File: src/rtl/reg_file.sv
// +------------------------------------------------------------------------+
// | Module      : reg_file                                                 |
// | Description : 32 x WIDTH register file with a busy scoreboard, x0 tied |
// |               to zero. Define REGFILE_BYPASS_EN for write-through.     |
// | Revision    : 1.0 - initial release                                    |
// +------------------------------------------------------------------------+
`default_nettype none

module reg_file #(
    parameter int WIDTH = 32
) (
    input  logic             clk,
    input  logic             reset,
    input  logic [31:0]      wr_en,
    input  logic [WIDTH-1:0] wr_data,
    input  logic [31:0]      issue_en,
    input  logic [4:0]       rs1_addr,
    input  logic [4:0]       rs2_addr,
    output logic [WIDTH-1:0] rs1_data,
    output logic [WIDTH-1:0] rs2_data,
    output logic             rs1_busy,
    output logic             rs2_busy,
    output logic [31:0]      busy_vec
);

    localparam int C_NUM_PORTS = 2;

    logic [WIDTH-1:0] r_regs_q [1:31];
    logic [WIDTH-1:0] w_regs_d [1:31];
    logic [31:1]      r_busy_q;
    logic [31:1]      w_busy_d;

    logic [WIDTH-1:0] w_rd_view [0:31];
    logic [31:0]      w_busy_full;
    logic [4:0]       w_addr [0:C_NUM_PORTS-1];

    // Strobe bit 0 targets the hardwired-zero register and carries no meaning.
    logic             w_unused_ok;
    assign w_unused_ok = &{1'b0, wr_en[0], issue_en[0]};

    always_comb begin
        for (int i = 1; i < 32; i++) begin
            w_regs_d[i] = wr_en[i] ? wr_data : r_regs_q[i];
            // A same-cycle issue outranks write-back: the newer producer is pending.
            w_busy_d[i] = issue_en[i] | (r_busy_q[i] & ~wr_en[i]);
        end
    end

    always_ff @(posedge clk) begin
        if (reset) begin
            for (int i = 1; i < 32; i++) begin
                r_regs_q[i] <= '0;
            end
            r_busy_q <= '0;
        end else begin
            for (int i = 1; i < 32; i++) begin
                r_regs_q[i] <= w_regs_d[i];
            end
            r_busy_q <= w_busy_d;
        end
    end

    always_comb begin
        w_rd_view[0] = '0;
        for (int i = 1; i < 32; i++) begin
            w_rd_view[i] = r_regs_q[i];
        end
    end

    assign w_busy_full = {r_busy_q, 1'b0};
    assign busy_vec    = w_busy_full;

    assign w_addr[0] = rs1_addr;
    assign w_addr[1] = rs2_addr;

    generate
        for (genvar p = 0; p < C_NUM_PORTS; p++) begin : g_port
            logic [WIDTH-1:0] w_data;
            logic             w_busy;

            always_comb begin
                w_data = w_rd_view[w_addr[p]];
                w_busy = w_busy_full[w_addr[p]];
`ifdef REGFILE_BYPASS_EN
                if ((w_addr[p] != 5'd0) && wr_en[w_addr[p]]) begin
                    w_data = wr_data;
                    w_busy = issue_en[w_addr[p]] & w_busy_full[w_addr[p]];
                end
`else
`endif
            end
        end
    endgenerate

    assign rs1_data = g_port[0].w_data;
    assign rs1_busy = g_port[0].w_busy;
    assign rs2_data = g_port[1].w_data;
    assign rs2_busy = g_port[1].w_busy;

endmodule

`default_nettype wire

File: config.mk
export PLATFORM = sky130hd
export DESIGN_NAME = reg_file
export DESIGN_NICKNAME = d
export VERILOG_FILES = /design/src/rtl/reg_file.sv
export SDC_FILE = /design/constraint.sdc
export NUM_CORES = 2
export LEC_CHECK = 0
export ABC_AREA = 0
export BUFFER_PORTS_ARGS = -buffer_cell sky130_fd_sc_hd__buf_2
export CORE_MARGIN = 5
export CORE_UTILIZATION = 65
export DETAILED_ROUTE_END_ITERATION = 10
export PLACE_DENSITY_LB_ADDON = 0.12
export SLEW_MARGIN = 20
export SYNTH_ARGS = -nofsm -noshare
export SYNTH_HDL_FRONTEND = slang
export SYNTH_SLANG_ARGS = --single-unit
File: constraint.sdc
create_clock -name clk -period 3.3 [get_ports clk]
set_input_delay 0.165 -clock clk [delete_from_list [all_inputs] [get_ports clk]]
set_output_delay 0.165 -clock clk [all_outputs]
set_load 0.05 [all_outputs]
==> out/metrics.yaml <==
status: "completed"
cts.path.max_buffers: 3
rows: 104
start_util: 0.653
seq_area_frac_synth: 0.391
tightest_slew_ns: 1.02
drive_gt1_frac: 0.204
first_pass_iters: 5
ys_types: 23
globalplace.congestion: 0.904
die-area_um2: 86400
viasPerCell: 6.77
peakVddDrop_uv: 435
dieWidth_um: 294
fin_setup_tns_ns: 0
cts_resized: 0
yosys_warnings: 0
io_pins: 206
max_cap_viol_count: 0
syn_area_um2: 52400
die_h_um: 294
tritoncts.num_buffers: 106
grt_pass1_wl_um: 250000
crit_path_max_fanout: 3
finalNonFillerCells: 6008
antenna_left: 0
critical_path_class: "flip-flop to output port"
numPlacedInstances: 5763
syn_avg_cell_area_um2: 10.7
htreeDepth: 3
grt_overflow: 0
fillers: 5650
tritoncts: "yes"
clock-skew-final_ns: 0
layout_commonest_cell: "mux2i_1"
period_needed_ns: 3.05
start_kind: "flip-flop"
cts.sinks: 1023
drt_wl_total_um: 165000
num_vias: 40700
antenna_found_initial: 11
holdCritPathClass: "input port to flip-flop"
drc: 0
setup_viol: 0
syn-num-nets: 4997
max_slew_margin: 0.318
worstPathArrival_ns: 2.89
period_share: 0.924
p_leak_nw: 25.5
cp-end-kind: "output port"
drv_slew: 0
required_ns: 3.13
final_cell_mix: "1157 x mux2i_1, 1023 x nor2_1, 1023 x dfxtp_1, 396 x mux4_2, 198 x a22o_1"
drt_iter0_markers: 4605
place_area_um2: 54500
syn2layout_area_growth_pct: 11.7
grt_max_degree: 109
stdcell_area_um2: 58500
ys_seq_elements: 1023
hold_viol: 0
max_freq_mhz: 328
core_um2: 80300
wl_per_cell_um: 27.5
portBuffers: 202
track_usage: 0.372
clock_latency_ns: 0.67
rsz0062_at_grt: "no"
syn_inst: 4889
first_global_vias: 39700
clkTransAtPathRegs_ns: 0.06
powerDensity_nw_per_um2: 537
dp_hpwl_um: 101000
finalNetCount: 4960
clockRootBuffer: "clkbuf_16"
[synth_stat cells]
cell         n  area share
nand2_1     68      0.0049
buf_1       73      0.0052
nor2_1    1025       0.073
and3_1      33      0.0039
o22ai_1     66      0.0079
conb_1       1    0.000072
clkbuf_1   389       0.028
and2_1      35      0.0042
buf_2       36      0.0034
a22o_1     198       0.033
a211oi_1    66      0.0095
dfxtp_1   1023        0.39
inv_1       33      0.0024
mux4_2     396        0.17
nor2b_1      6     0.00072
a21oi_1     31      0.0030
mux2_2      66       0.014
buf_6       16      0.0034
mux2i_1   1157        0.22
o31ai_1     66      0.0095
buf_4       37      0.0053
o21ai_1     66      0.0063
nand2b_1     2     0.00024
[critical path, cell delays in order (launching register included)]
cell and delay (ns):
dfxtp_1 0.33, mux4_2 0.47, a22o_1 0.22, o21ai_1 0.56
o31ai_1 0.37, buf_12 0.25
[layout make-up]
cell class              count  area [um^2]  area share
clock buffers             158         3120      0.0533
repair buffers            406         3490      0.0597
inverters                  33          124     0.00212
well taps                1060         1330      0.0227
multi-input cells        3282        29500       0.504
diodes                      9         22.5    0.000385
flip-flops and latches   1023        20500       0.350
clock inverters            37          449     0.00767
[kinds of logic after synthesis]
kind of cell           count (synthesis)  synth area share
AOI/OAI and AO/OA                    493            0.0691
DFF                                 1023             0.391
buffers and inverters                584            0.0476
other                                  1         0.0000715
and+or+nand+nor                     1169            0.0873
muxes                               1619             0.405
[metal layers]
layer	vias up	global-route usage	part of all wire
met4	6	0.145	0.042
li1	17600	-	-
met1	20300	0.510	0.40
met5	-	0	0.00028
met3	471	0.0901	0.11
met2	2292	0.576	0.45
[flip-flops by register name (all words and copies together), names as in the netlist]
| name | cells |
|---|---|
| r_regs_q | 992 |
| r_busy_q | 31 |
[timing repair]
action,CTS,global route
buffers inserted,0,0
hold buffers,41,0
endpoints found under the hold margin,89,0
[worst paths after layout]
| kind | from | end | slack, ns | depth (start not counted) |
|---|---|---|---|---|
| setup reg to reg | r_busy_q[22] | r_busy_q[22] | 2.08 | 3 |
| setup / recovery | r_regs_q[0][894] | rs2_data[30] | 0.25 | 5 |
| hold reg to reg | r_regs_q[0][477] | r_regs_q[0][477] | 0.51 | 2 |
| hold / removal | wr_en[3] | r_busy_q[3] | 0.03 | 4 |
[through the flow]
| stage | hold slack [ns] | total power, mW | utilization | setup slack (ns) |
|---|---|---|---|---|
| after detailed placement | 0.375 | 19.1 | 0.679 | 0.437 |
| final | 0.0303 | 31.4 | 0.729 | 0.250 |
| after global routing | 0.0285 | 32.4 | 0.729 | 0.185 |
| after CTS | 0.00129 | 31.4 | 0.729 | 0.336 |
| after floorplan | 0.282 | 17.5 | - | 0.690 |
| after global placement | 0.370 | 19.0 | 0.679 | 0.420 |
[power by group]
part / switching (mW) / leakage (nW) / internal [mW]
registers: 0.578 / 8.45 / 13.1
clock network: 5.12 / 1.77 / 7.30
logic: 3.09 / 15.3 / 2.24
total: 8.79 / 25.5 / 22.6
No activity file was read; power rests on OpenSTA's default activity.
